`src/rtl/ddr3_ba_delay_ctrl.sv`:
```
// ============================================================================
// Module   : ddr3_ba_delay_ctrl
// Purpose  : Tap-adjust sequencer for the DDR3 bank-address IOD TX delay lines.
// Revision : 1.0  initial release
// ============================================================================
`default_nettype none

module ddr3_ba_delay_ctrl #(
  parameter int NUM_LANES  = 3,
  parameter int TAP_W      = 8,
  parameter int MAX_TAP    = 127,
  parameter int INIT_TAP   = 1,
  parameter int SETTLE_CYC = 4
) (
  input  logic                       FAB_CLK,
  input  logic                       ARST_N,
  input  logic                       REQ_VALID,
  output logic                       REQ_READY,
  input  logic [1:0]                 REQ_LANE,
  input  logic [1:0]                 REQ_OP,
  input  logic [TAP_W-1:0]           REQ_VAL,
  output logic                       RSP_VALID,
  output logic [1:0]                 RSP_STATUS,
  output logic [TAP_W-1:0]           RSP_TAP,
  output logic [NUM_LANES-1:0]       DELAY_LINE_MOVE,
  output logic [NUM_LANES-1:0]       DELAY_LINE_DIRECTION,
  output logic [NUM_LANES-1:0]       DELAY_LINE_LOAD,
  input  logic [NUM_LANES-1:0]       DELAY_LINE_OUT_OF_RANGE,
  output logic [NUM_LANES*TAP_W-1:0] TAP_CNT,
  output logic                       BUSY
);

  localparam logic [1:0]       c_OP_LOAD     = 2'b00;
  localparam logic [1:0]       c_OP_INC      = 2'b01;
  localparam logic [1:0]       c_OP_SET      = 2'b11;
  localparam logic [1:0]       c_ST_OK       = 2'b00;
  localparam logic [1:0]       c_ST_RANGE    = 2'b01;
  localparam logic [1:0]       c_ST_LANE     = 2'b10;
  localparam logic [TAP_W-1:0] c_MAX         = TAP_W'(MAX_TAP);
  localparam logic [TAP_W-1:0] c_INIT        = TAP_W'(INIT_TAP);
  localparam logic [TAP_W-1:0] c_ONE         = TAP_W'(1);
  localparam logic [3:0]       c_SETTLE_INIT = 4'(SETTLE_CYC - 1);

  typedef enum logic [2:0] {
    S_IDLE   = 3'd0,
    S_LOADP  = 3'd1,
    S_SETUP  = 3'd2,
    S_PULSE  = 3'd3,
    S_SETTLE = 3'd4,
    S_CHECK  = 3'd5,
    S_RESP   = 3'd6
  } state_t;

  state_t                 r_state, w_next;
  logic                   r_live;
  logic [1:0]             r_lane;
  logic [1:0]             r_op;
  logic [TAP_W-1:0]       r_steps;
  logic [TAP_W-1:0]       r_target;
  logic                   r_inc;
  logic                   r_loading;
  logic [1:0]             r_status;
  logic [3:0]             r_settle;
  logic [NUM_LANES-1:0]   r_dir;
  logic [TAP_W-1:0]       r_tap [NUM_LANES];

  logic                   w_accept, w_req_lane_ok, w_lane_ok, w_oor;
  logic                   w_at_bound, w_new_bound, w_settle_done, w_abs_inc;
  logic [TAP_W-1:0]       w_cur_tap, w_next_tap, w_abs_steps, w_req_target;
  logic [NUM_LANES-1:0]   w_move, w_load, w_dir;

  assign w_accept      = REQ_VALID & REQ_READY;
  assign w_req_lane_ok = int'(REQ_LANE) < NUM_LANES;
  assign w_lane_ok     = int'(r_lane) < NUM_LANES;
  assign w_req_target  = (REQ_VAL > c_MAX) ? c_MAX : REQ_VAL;
  assign w_cur_tap     = w_lane_ok ? r_tap[r_lane] : '0;
  assign w_oor         = w_lane_ok & DELAY_LINE_OUT_OF_RANGE[r_lane];
  assign w_next_tap    = r_inc ? (w_cur_tap + c_ONE) : (w_cur_tap - c_ONE);
  assign w_at_bound    = r_inc ? (w_cur_tap == c_MAX) : (w_cur_tap == '0);
  assign w_new_bound   = r_inc ? (w_next_tap == c_MAX) : (w_next_tap == '0);
  assign w_settle_done = (r_settle == 4'd0);
  // Set-absolute always steps from the post-load tap value.
  assign w_abs_inc     = r_target > c_INIT;
  assign w_abs_steps   = w_abs_inc ? (r_target - c_INIT) : (c_INIT - r_target);

  always_ff @(posedge FAB_CLK or negedge ARST_N) begin
    if (!ARST_N) r_state <= S_IDLE;
    else         r_state <= w_next;
  end

  always_comb begin
    w_next = r_state;
    w_move = '0;
    w_load = '0;
    w_dir  = r_dir;
    unique case (r_state)
      S_IDLE: begin
        if (w_accept) begin
          if (!w_req_lane_ok)                              w_next = S_RESP;
          else if (REQ_OP == c_OP_LOAD || REQ_OP == c_OP_SET) w_next = S_LOADP;
          else if (REQ_VAL == '0)                          w_next = S_RESP;
          else                                             w_next = S_SETUP;
        end
      end
      S_LOADP: begin
        w_load[r_lane] = 1'b1;
        w_next         = S_SETTLE;
      end
      S_SETUP: begin
        w_dir[r_lane] = r_inc;
        w_next        = w_at_bound ? S_RESP : S_PULSE;
      end
      S_PULSE: begin
        w_move[r_lane] = 1'b1;
        w_next         = S_SETTLE;
      end
      S_SETTLE: begin
        if (w_settle_done) begin
          if (!r_loading)                                  w_next = S_CHECK;
          else if (r_op == c_OP_SET && w_abs_steps != '0) w_next = S_SETUP;
          else                                             w_next = S_RESP;
        end
      end
      S_CHECK: begin
        if (w_oor || r_steps == c_ONE || w_new_bound) w_next = S_RESP;
        else                                          w_next = S_PULSE;
      end
      S_RESP:  w_next = S_IDLE;
      default: w_next = S_IDLE;
    endcase
  end

  always_ff @(posedge FAB_CLK or negedge ARST_N) begin
    if (!ARST_N) begin
      r_live    <= 1'b0;
      r_lane    <= '0;
      r_op      <= '0;
      r_steps   <= '0;
      r_target  <= '0;
      r_inc     <= 1'b0;
      r_loading <= 1'b0;
      r_status  <= c_ST_OK;
      r_settle  <= '0;
      r_dir     <= '0;
      for (int i = 0; i < NUM_LANES; i++) r_tap[i] <= c_INIT;
    end else begin
      r_live <= 1'b1;
      if (r_state != S_SETTLE && w_next == S_SETTLE) r_settle <= c_SETTLE_INIT;
      else if (r_state == S_SETTLE && !w_settle_done) r_settle <= r_settle - 4'd1;

      unique case (r_state)
        S_IDLE: begin
          if (w_accept) begin
            r_lane    <= REQ_LANE;
            r_op      <= REQ_OP;
            r_steps   <= REQ_VAL;
            r_target  <= w_req_target;
            r_inc     <= (REQ_OP == c_OP_INC);
            r_loading <= (REQ_OP == c_OP_LOAD) || (REQ_OP == c_OP_SET);
            if (!w_req_lane_ok)                          r_status <= c_ST_LANE;
            else if (REQ_OP == c_OP_SET && REQ_VAL > c_MAX) r_status <= c_ST_RANGE;
            else                                         r_status <= c_ST_OK;
          end
        end
        S_SETTLE: begin
          if (w_settle_done && r_loading) begin
            r_tap[r_lane] <= c_INIT;
            r_loading     <= 1'b0;
            if (r_op == c_OP_SET) begin
              r_steps <= w_abs_steps;
              r_inc   <= w_abs_inc;
            end
          end
        end
        S_SETUP: begin
          r_dir[r_lane] <= r_inc;
          if (w_at_bound) r_status <= c_ST_RANGE;
        end
        S_CHECK: begin
          if (w_oor) begin
            r_status <= c_ST_RANGE;
          end else begin
            r_tap[r_lane] <= w_next_tap;
            r_steps       <= r_steps - c_ONE;
            // Landing on a limit with steps still pending is a range stop.
            if (r_steps != c_ONE && w_new_bound) r_status <= c_ST_RANGE;
          end
        end
        default: ;
      endcase
    end
  end

  for (genvar gi = 0; gi < NUM_LANES; gi++) begin : g_tap
    assign TAP_CNT[gi*TAP_W +: TAP_W] = r_tap[gi];
  end

  assign REQ_READY            = r_live & (r_state == S_IDLE);
  assign BUSY                 = (r_state != S_IDLE);
  assign RSP_VALID            = (r_state == S_RESP);
  assign RSP_STATUS           = RSP_VALID ? r_status : 2'b00;
  assign RSP_TAP              = RSP_VALID ? w_cur_tap : '0;
  assign DELAY_LINE_MOVE      = w_move;
  assign DELAY_LINE_LOAD      = w_load;
  assign DELAY_LINE_DIRECTION = w_dir;

endmodule

`default_nettype wire

```
`config.mk`:
```
export PLATFORM = sky130hd
export DESIGN_NAME = ddr3_ba_delay_ctrl
export DESIGN_NICKNAME = d
export VERILOG_FILES = /design/src/rtl/ddr3_ba_delay_ctrl.sv
export SDC_FILE = /design/constraint.sdc
export NUM_CORES = 1
export LEC_CHECK = 0
export BUFFER_PORTS_ARGS = -buffer_cell sky130_fd_sc_hd__buf_2
export CAP_MARGIN = 20
export CORE_ASPECT_RATIO = 0.5
export CORE_MARGIN = 1
export CORE_UTILIZATION = 41
export CTS_BUF_LIST = sky130_fd_sc_hd__clkbuf_8 sky130_fd_sc_hd__clkbuf_16
export CTS_CLUSTER_SIZE = 30
export DETAILED_ROUTE_END_ITERATION = 10
export SETUP_SLACK_MARGIN = 0.2
export SYNTH_ARGS = -nofsm -noshare
export SYNTH_HDL_FRONTEND = slang
export SYNTH_SLANG_ARGS = --single-unit
```
`constraint.sdc`:
```
create_clock -name FAB_CLK -period 3.71 [get_ports FAB_CLK]
set_clock_uncertainty 0.05 [all_clocks]
set_input_delay 0.1855 -clock FAB_CLK [delete_from_list [all_inputs] [get_ports FAB_CLK]]
set_output_delay 0.1855 -clock FAB_CLK [all_outputs]
set_load 0.03 [all_outputs]
```
==> Word level (Yosys, flattened, before mapping) <==
Index checks and enable logic that the tools add are counted.
{ "classes": {"addsub": 6, "mul": 0, "n_div": 0, "magnitude_cmp": 8, "n_eq_ne": 21, "n_shift": 0, "n_mux": 56, "bitwise": 7, "n_reduce_logical": 32} }
{ "ops": {"columns": ["op", "count"], "rows": [
  ["two-way mux 8 bit", 12],
  ["two-way mux 24 bit", 2],
  ["one-hot mux 24 bit (2 select lines)", 1],
  ["two-way mux 3 bit", 12],
  ["bitwise mux 24 bit", 1],
  ["logical NOT 8 bit", 3],
  ["one-hot mux 8 bit (3 select lines)", 1],
  ["subtractor 8 x 1 -> 8 bit (second input constant)", 3],
  ["AND 21 bit", 1],
  ["inverter 21 bit", 1],
  ["binary-select mux 8 bit (select 2 bit)", 1],
  ["demux 8 bit (select 2 bit)", 1],
  ["== test 8 x 7 -> 1 bit (second input constant)", 2],
  ["one-hot mux 3 bit (5 select lines)", 1],
  ["== test 3 bit (second input constant)", 4],
  ["two-way mux 2 bit", 6],
  ["two-way mux 1 bit", 10],
  ["nonzero test 3 bit", 3],
  ["adder 8 x 1 -> 8 bit (second input constant)", 1],
  ["== test 8 x 1 -> 1 bit (second input constant)", 1],
  ["> comparator 8 x 1 -> 1 bit (second input constant)", 1],
  ["> comparator 8 x 7 -> 1 bit (second input constant)", 1],
  ["logical AND 1 bit", 8],
  ["two-way mux 4 bit", 2],
  ["other kinds (35)", 51]
]} }
{ "word_totals": {"register_bits": 59, "latch_bits": 0, "mem_bits_rw": 0, "rom_bits": 0, "in_bits": 18, "out_inout_bits": 46, "wordCells": 144, "mem_count": 0} }

==> Longest topological paths before layout <==
Gate-level depths: netlist of run 1.
{ "depth": {"ltp_word": 15, "ltp_mapped": 14, "mapped_depth_nobuf": 13} }

==> Worst setup path after synthesis of run 1 <==
No wires, ideal clock.
{ "synth_path": {"kind": "reg-to-reg", "from": "register r_lane[1]", "to": "register r_state[0]", "setup_ps": 126, "arrival_time_ps": 2987, "required_time_ps": 3534, "slack_ps": 547, "path_stages_with_launch": 15, "path_buffers": 2, "period_less_slack_ps": 3163, "path_cell_list": "dfrtp_1 -> buf_6 -> and2b_4 -> buf_6 -> a21oi_1 -> inv_1 -> ha_1 -> and2_1 -> a31oi_1 -> a21oi_1 -> a211oi_1 -> and3_1 -> mux2i_1 -> or2_1 -> a221o_1"} }
{ "synth_via": {"elab_chain_len": 12, "elab_cells_between_ends": 23, "classes_between": "add/sub: 2; order compare: 1; eq/ne: 2; mux: 12; bitwise: 2; reduce/logical: 4"} }
{ "synth_lines": {"columns": ["item", "line", "rtl"], "rows": [
  ["start, declared", "56", "logic [1:0] r_lane;"],
  ["start signal, assigned", "136", "r_lane <= '0;"],
  ["start signal, assigned", "154", "r_lane <= REQ_LANE;"],
  ["inverter 2 -> 3 bit (not written as such)", "76", "assign w_cur_tap = w_lane_ok ? r_tap[r_lane] : '0;"],
  ["binary-select mux 8 bit (select 2 bit)", "76", null],
  ["two-way mux 8 bit (not written as such) (2 in a row)", "76", null],
  ["two-way mux 8 bit", "76", null],
  ["subtractor 8 x 1 -> 8 bit / adder 8 x 1 -> 8 bit (equally long branches)", "78", "assign w_next_tap = r_inc ? (w_cur_tap + c_ONE) : (w_cur_tap - c_ONE);"],
  ["two-way mux 8 bit", "78", null],
  ["== test 8 x 7 -> 1 bit / logical NOT 8 bit (equally long branches)", "80", "assign w_new_bound = r_inc ? (w_next_tap == c_MAX) : (w_next_tap == '0);"],
  ["two-way mux 1 bit", "80", null],
  ["logical OR 1 bit", "125", "if (w_oor || r_steps == c_ONE || w_new_bound) w_next = S_RESP;"],
  ["two-way mux 3 bit", "125", null],
  ["one-hot mux 3 bit (5 select lines) (*)", "96", "unique case (r_state)"],
  ["via w_next[0]", "54", "state_t r_state, w_next;"],
  ["end signal, assigned", "88", "else r_state <= w_next;"],
  ["end, declared", "54", null]
]} }
Mark *: on every way through the listed nets, which the timed path passes. The rest lies on a longest branch. The select of a mux whose other input is x is not followed.
A chain may end at the register's enable or synchronous reset.

==> Worst setup path in the final report of run 1 <==
Ends and elaborated chain as after synthesis.

==> impl_metrics.env, run 1 <==
export IMPL_outcome="completed"
export IMPL_slew_headroom_pct=55.33
export IMPL_yosysSeqAreaShare_pct=36.87
export IMPL_die_area_um2=10220
export IMPL_fin_setup_tns_ns=0
export IMPL_leakage_nw=2.246
export IMPL_multi_input_area_um2=2352
export IMPL_port_buffers=63
export IMPL_final_area_um2=4843
export IMPL_grt_pass1_wl_mm=17.07
export IMPL_wl_met2_mm=5.070
export IMPL_drtPass1Iterations=5
export IMPL_post_route_drc_count=0
export IMPL_drt_iter0_drc=235
export IMPL_cp_common_cell="a221o_1"
export IMPL_diodes=0
export IMPL_cts_tree="yes"
export IMPL_synth_main_ff_cell="dfrtp_1"
export IMPL_yosysTopAreaCellShare_pct=34.90
export IMPL_synth_cells=466
export IMPL_peakVddDrop_uv=337.7
export IMPL_vias=3648
export IMPL_synth_distinct_cells=66
export IMPL_utilization_pct=51.10
export IMPL_register_area_um2=1481
export IMPL_syn_area_per_cell_um2=8.616
export IMPL_fin_crit_ns=3.311
export IMPL_gp_congestion=0.8577
export IMPL_area_delta_synth_final_pct=20.63
export IMPL_cp_slowest_stage_delay_ns=0.49
export IMPL_drt_total_wl_mm=10.68
export IMPL_cap_viol_max_count=0
export IMPL_place_area_um2=4492
export IMPL_drive_above_1_share_pct=22.35
export IMPL_syn_area_um2=4015
export IMPL_vias_per_cell=5.429
export IMPL_synth_edf_count=0
export IMPL_cts_num_sinks=59
export IMPL_worst_slew_pin_slew_ns=0.6686
export IMPL_reg2reg_slack_ns=0.40
export IMPL_crit_fanout=13
export IMPL_cts_made_buffers=9
export IMPL_ys_warn_count=0
export IMPL_yosysTopAreaCell="dfrtp_1"
export IMPL_rows=25
export IMPL_slew_viol_final=0
export IMPL_crit_path_top_delay_cell="dfrtp_2"
export IMPL_min_path_type="input pin to flop"
export IMPL_overflow=0
export IMPL_grt_setup_unrepaired="false"
export IMPL_crit_path_cell_trace="and2b_4 > o2bb2ai_1 > ha_1 > and2_1 > and3_1 > a221o_1 > a21oi_2 > xnor2_1 > or2_1 > a221o_1"
export IMPL_cp_arrival_ns=3.47
export IMPL_antenna_found_initial=0
export IMPL_critical_path_class="flop to flop"
export IMPL_clock_latency_ns=0.33
export IMPL_die_h_um=71.98
export IMPL_worst_path_buf_inv=0
export IMPL_wire_per_inst_um=15.90
export IMPL_end_kind="flop"
export IMPL_pin_count=64
export IMPL_grt_pass1_vias=3327
export IMPL_clockBufferDepth=2
export IMPL_synth_seq_cells=59
export IMPL_synthTopCellsByArea="dfrtp_1 (35%), nand2_1 (6.0%), ha_1 (5.6%)"
export IMPL_syn_nets=502
export IMPL_initial_utilization_pct=42.36
export IMPL_power_per_cell_area_nw_per_um2=1095
export IMPL_cp_top_family="compound AO/OA/AOI/OAI gates"
export IMPL_clk_pin_slew_ns=0.05
export IMPL_cp_start_kind="flop"
export IMPL_die_w_um=142.0
export IMPL_htreeDepth=3
export IMPL_period_share_pct=89.26
export IMPL_cts_root_buffer="clkbuf_16"
export IMPL_top_layer="met4"
export IMPL_wl_met1_mm=5.116
export IMPL_core_area_um2=9478
export IMPL_nets=568
export IMPL_layout_common_cells="nand2_1 (64), buf_2 (63), dfrtp_1 (55)"
export IMPL_wl_met3_um=418
export IMPL_timing_hold_violations_final=0
export IMPL_fmax_mhz=302.0
export IMPL_finalSetupViolCount=0
export IMPL_final_antenna_net_count=0
export IMPL_n_fill_cell=908
export IMPL_dp_hpwl_mm=8.054
export IMPL_async_reset_ff_share_pct=100.0
export IMPL_grt_max_degree=37
export IMPL_critPathRequiredTime_ns=3.87
export IMPL_final_common_cell="nand2_1"
export IMPL_grt_usage_pct=21.95
==> registers in the layout (all words and copies together), names as in the netlist <==
name	cells
TAP_CNT	24
r_live	1
r_inc	1
r_state	3
r_target	8
r_status	2
r_loading	1
r_lane	2
r_op	2
r_steps	8
r_dir	3
r_settle	4
==> synth_stat cells, types with 3 or more instances <==
cell / number
a211oi_1: 7
a21oi_1: 20
a21oi_2: 3
a22o_1: 7
and2_1: 9
and3_1: 3
buf_2: 3
clkbuf_1: 16
dfrtp_1: 56
dfstp_2: 3
ha_1: 18
inv_1: 24
mux2_2: 4
mux2i_1: 16
nand2_1: 64
nand2b_1: 7
nand3_1: 11
nand4_1: 4
nor2_1: 37
nor3_1: 17
nor3b_1: 4
nor4_1: 6
o211ai_1: 4
o21ai_0: 43
o2bb2ai_1: 4
or2_2: 3
or3_1: 4
or4_1: 3
xnor2_1: 10
xor2_1: 9
==> cell families (layout without fill, tap and decap cells) <==
family | Yosys count | count (layout) | share of synthesized area, %
adders and majority gates | 18 | 18 | 5.609
buffers and inverters | 46 | 117 | 4.861
muxes | 22 | 22 | 6.014
DFF | 59 | 59 | 36.87
xor gates and xnor gates | 19 | 19 | 4.145
and+or+nand+nor | 185 | 185 | 22.72
other | 1 | 1 | 0.09340
AOI/OAI and AO/OA | 116 | 116 | 19.69
==> worst paths after layout <==
check	from	end	depth (start not counted)
min in group asynchronous	ARST_N	TAP_CNT[1]$_DFFE_PN0P_	2
hold reg to reg	r_dir[0]$_DFF_PN0_	r_dir[0]$_DFF_PN0_	2
setup reg to reg	r_lane[1]$_DFFE_PN0P_	r_state[0]$_DFF_PN0_	10
hold / removal	REQ_LANE[1]	r_lane[1]$_DFFE_PN0P_	2
setup / recovery	r_lane[1]$_DFFE_PN0P_	r_state[0]$_DFF_PN0_	10
max in group asynchronous	ARST_N	r_lane[1]$_DFFE_PN0P_	3
==> power by group <==
| group | total [mW] | leakage, nW | internal, mW | switching [mW] |
|---|---|---|---|---|
| sequential | 1.24 | 0.736 | 0.936 | 0.303 |
| clock | 0.908 | 0.155 | 0.605 | 0.303 |
| combinational | 3.16 | 1.36 | 1.22 | 1.94 |
==> metal layers <==
layer	GRT usage, %	up-vias
li1	-	1794
met1	29.14	1773
met2	36.07	75
met3	5.083	6
met4	6.691	0
met5	0	-
==> cell type report <==
| class | count | share of cell area [%] |
|---|---|---|
| Inverter | 24 | 1.860 |
| Tap cell | 135 | 3.487 |
| Timing Repair Buffer | 77 | 8.732 |
| Clock buffer | 10 | 4.934 |
| Multi-Input combinational cell | 361 | 48.57 |
| Sequential cell | 59 | 30.59 |
| Clock inverter | 6 | 1.834 |
==> stage by stage <==
| stage | worst slack [ns] | instances | power [mW] | hold slack [ns] |
|---|---|---|---|---|
| after global routing | 0.2434 | 672 | 5.691 | 0.07025 |
| after global placement | 0.4129 | 655 | 4.329 | 0.1638 |
| after detailed placement | 0.3117 | 655 | 4.334 | 0.1636 |
| final | 0.3986 | 672 | 5.304 | 0.08187 |
| after floorplan | 0.5470 | 466 | 3.487 | -0.1601 |
| after CTS | 0.3006 | 672 | 5.279 | 0.06945 |
==> timing repair <==
action | CTS | global route
endpoints found under the hold margin | 20 | 0
hold buffers | 1 | 0
setup buffers | 0 | 0
resized for setup | 0 | 3
endpoints found under the setup margin | 0 | 4
Power figures use the tool's default switching activity.
==> inputs of run 2 (changes only) <==
--- a/config.mk
+++ b/config.mk
@@ -9,7 +9,7 @@
 export CAP_MARGIN = 20
 export CORE_ASPECT_RATIO = 0.5
 export CORE_MARGIN = 1
-export CORE_UTILIZATION = 41
+export CORE_UTILIZATION = 25
 export CTS_BUF_LIST = sky130_fd_sc_hd__clkbuf_8 sky130_fd_sc_hd__clkbuf_16
 export CTS_CLUSTER_SIZE = 30
 export DETAILED_ROUTE_END_ITERATION = 10
==> constraint.sdc (replaced) <==
create_clock -name FAB_CLK -period 4.27 [get_ports FAB_CLK]
set_clock_uncertainty 0.05 [all_clocks]
set_input_delay 0.2135 -clock FAB_CLK [delete_from_list [all_inputs] [get_ports FAB_CLK]]
set_output_delay 0.2135 -clock FAB_CLK [all_outputs]
set_load 0.03 [all_outputs]
==> impl_metrics.env, run 2 (same netlist as run 1, synthesis figures left out) <==
export IMPL_cts_made_buffers=9
export IMPL_min_path_type="input pin to asynchronous set/reset pin"
export IMPL_period_share_pct=87.88
export IMPL_p_int_mw=2.236
export IMPL_clockBufferDepth=2
export IMPL_drt_iter0_drc=243
export IMPL_violations="hold timing"
export IMPL_overflow=0
export IMPL_cts_num_sinks=59
export IMPL_critical_path_class="flop to flop"
export IMPL_fin_setup_tns_ns=0
export IMPL_grt_pass1_vias=3657
export IMPL_antenna_found_initial=0
export IMPL_cp_top_family="compound AO/OA/AOI/OAI gates"
export IMPL_power_per_cell_area_nw_per_um2=925.4
export IMPL_worst_slew_pin_slew_ns=0.8534
export IMPL_cap_viol_max_count=0
export IMPL_die_w_um=181.2
export IMPL_rows=32
export IMPL_die_area_um2=16600
export IMPL_cp_start_kind="flop"
export IMPL_wire_per_inst_um=15.77
export IMPL_outcome="finished with violations"
export IMPL_cp_slowest_stage_delay_ns=0.60
export IMPL_dp_hpwl_mm=8.928
export IMPL_peakVddDrop_uv=260.1
export IMPL_gp_congestion=0.8786
export IMPL_vias_per_cell=4.984
export IMPL_register_area_um2=1481
export IMPL_core_area_um2=15530
export IMPL_finalSetupViolCount=0
export IMPL_grt_pass1_wl_mm=19.33
export IMPL_slew_headroom_pct=43.11
export IMPL_grt_usage_pct=14.77
export IMPL_drtPass1Iterations=4
export IMPL_die_h_um=91.61
export IMPL_cts_tree="yes"
export IMPL_fmax_mhz=266.5
export IMPL_slew_viol_final=0
export IMPL_area_delta_synth_final_pct=19.94
export IMPL_largest_reg_flops=24
export IMPL_crit_start="r_lane[1]$_DFFE_PN0P_"
export IMPL_fin_crit_ns=3.752
export IMPL_grt_max_degree=60
export IMPL_crit_fanout=14
export IMPL_p_sw_mw=2.220
export IMPL_drt_total_wl_mm=11.53
export IMPL_nets=558
export IMPL_leakage_nw=2.188
export IMPL_end_kind="flop"
export IMPL_grt_setup_unrepaired="false"
export IMPL_hold_buffers=0
export IMPL_vias=3643
export IMPL_htreeDepth=3
export IMPL_cp_arrival_ns=3.92
export IMPL_layout_common_cells="nand2_1 (64), buf_2 (63), dfrtp_1 (55)"
export IMPL_pwr_share_clk_pct=16.6
export IMPL_critPathRequiredTime_ns=4.44
export IMPL_crit_path_cell_trace="and2b_4 > a21oi_1 > inv_1 > ha_1 > and2_1 > a31oi_1 > a21oi_1 > a211oi_1 > and3_1 > mux2i_1 > or2_1 > a221o_1"
export IMPL_n_fill_cell=1660
export IMPL_rr_startpoint="r_lane[1]$_DFFE_PN0P_"
export IMPL_cts_root_buffer="clkbuf_16"
export IMPL_drive_above_1_share_pct=20.68
export IMPL_crit_path_top_delay_cell="dfrtp_2"
export IMPL_cp_common_cell="a21oi_1"
export IMPL_seqPwrFrac_pct=25.5
export IMPL_worst_path_buf_inv=1
export IMPL_clk_pin_slew_ns=0.06
export IMPL_multi_input_area_um2=2340
export IMPL_final_antenna_net_count=0
export IMPL_initial_utilization_pct=25.85
export IMPL_clock_latency_ns=0.33
export IMPL_diodes=0
export IMPL_power_mw=4.456
export IMPL_post_route_drc_count=0
export IMPL_port_buffers=63
export IMPL_timing_hold_violations_final=15
export IMPL_combPwrFrac_pct=58.0
export IMPL_hold_ws_ns=-0.02210
export IMPL_swShare_pct=49.83
export IMPL_final_common_cell="nand2_1"
export IMPL_pin_count=64
## run 2: changes by cell type in the layout (fill, tap and decap cells not counted), sizes merged
cell | previous run | this run
clkinv | 2 | 4
bufinv | 2 | 1
buf | 76 | 67
clkinvlp | 2 | 1
dlygate4sd3 | 1 | 0
## run 2: through the flow
step	hold WS (ns)	utilization, %	cell area, µm²	worst slack (ns)	cells
detailed placement	0.3858	29.04	4511	0.3996	715
global placement	0.3764	29.04	4511	0.5544	715
floorplan	-0.1321	-	4015	1.107	466
global route	0.05123	31.00	4816	0.3361	731
finish	-0.02210	31.00	4816	0.5177	731
CTS	0.03570	30.99	4815	0.3900	731
## run 2: final timing paths
| path | to | slack (ns) | depth (start not counted) |
|---|---|---|---|
| min reg2reg | r_settle[3]$_DFFE_PN0P_ | 0.44 | 1 |
| max | r_state[0]$_DFF_PN0_ | 0.52 | 12 |
| max in group asynchronous | r_lane[1]$_DFFE_PN0P_ | 3.64 | 2 |
| min | TAP_CNT[13]$_DFFE_PN0P_ | -0.02 | 2 |
| min in group FAB_CLK | r_lane[1]$_DFFE_PN0P_ | 0.09 | 2 |
| max reg2reg | r_state[0]$_DFF_PN0_ | 0.52 | 12 |
## run 2: routing by layer
metal / GRT usage, % / vias up / share of wire, %
li1: - / 1769 / -
met5: 0 / - / 0
met2: 24.04 / 92 / 46
met4: 2.825 / 0 / 0.92
met1: 20.00 / 1772 / 48
met3: 3.535 / 10 / 4.7
## run 2: power by group through the flow
stage | registers (mW) | logic (mW) | clock network (mW)
final | 1.13 | 2.58 | 0.738
after floorplan | 1.19 | 1.84 | 0
after CTS | 1.13 | 2.59 | 0.747
after global routing | 1.18 | 2.85 | 0.782
after detailed placement | 1.14 | 2.58 | 0
after global placement | 1.14 | 2.53 | 0
## run 2: cell type report
class	count	area share, %
Clock buffer	10	4.962
Inverter	24	1.871
Timing Repair Buffer	67	7.171
Tap cell	204	5.300
Multi-Input combinational cell	361	48.58
Clock inverter	6	1.351
Sequential cell	59	30.76
## run 2: repair_timing
action	in CTS	in global routing
setup buffers	0	0
resized for setup	0	1
endpoints found under the setup margin	0	3
endpoints found under the hold margin	0	0
## run 2: worst register-to-register path, stage by stage (launching register included)
cell,delay (ns)
dfrtp_2,0.60
and2b_4,0.30
a21oi_1,0.30
inv_1,0.08
ha_1,0.37
and2_1,0.23
a31oi_1,0.17
a21oi_1,0.08
a211oi_1,0.50
and3_1,0.25
mux2i_1,0.13
or2_1,0.27
a221o_1,0.30
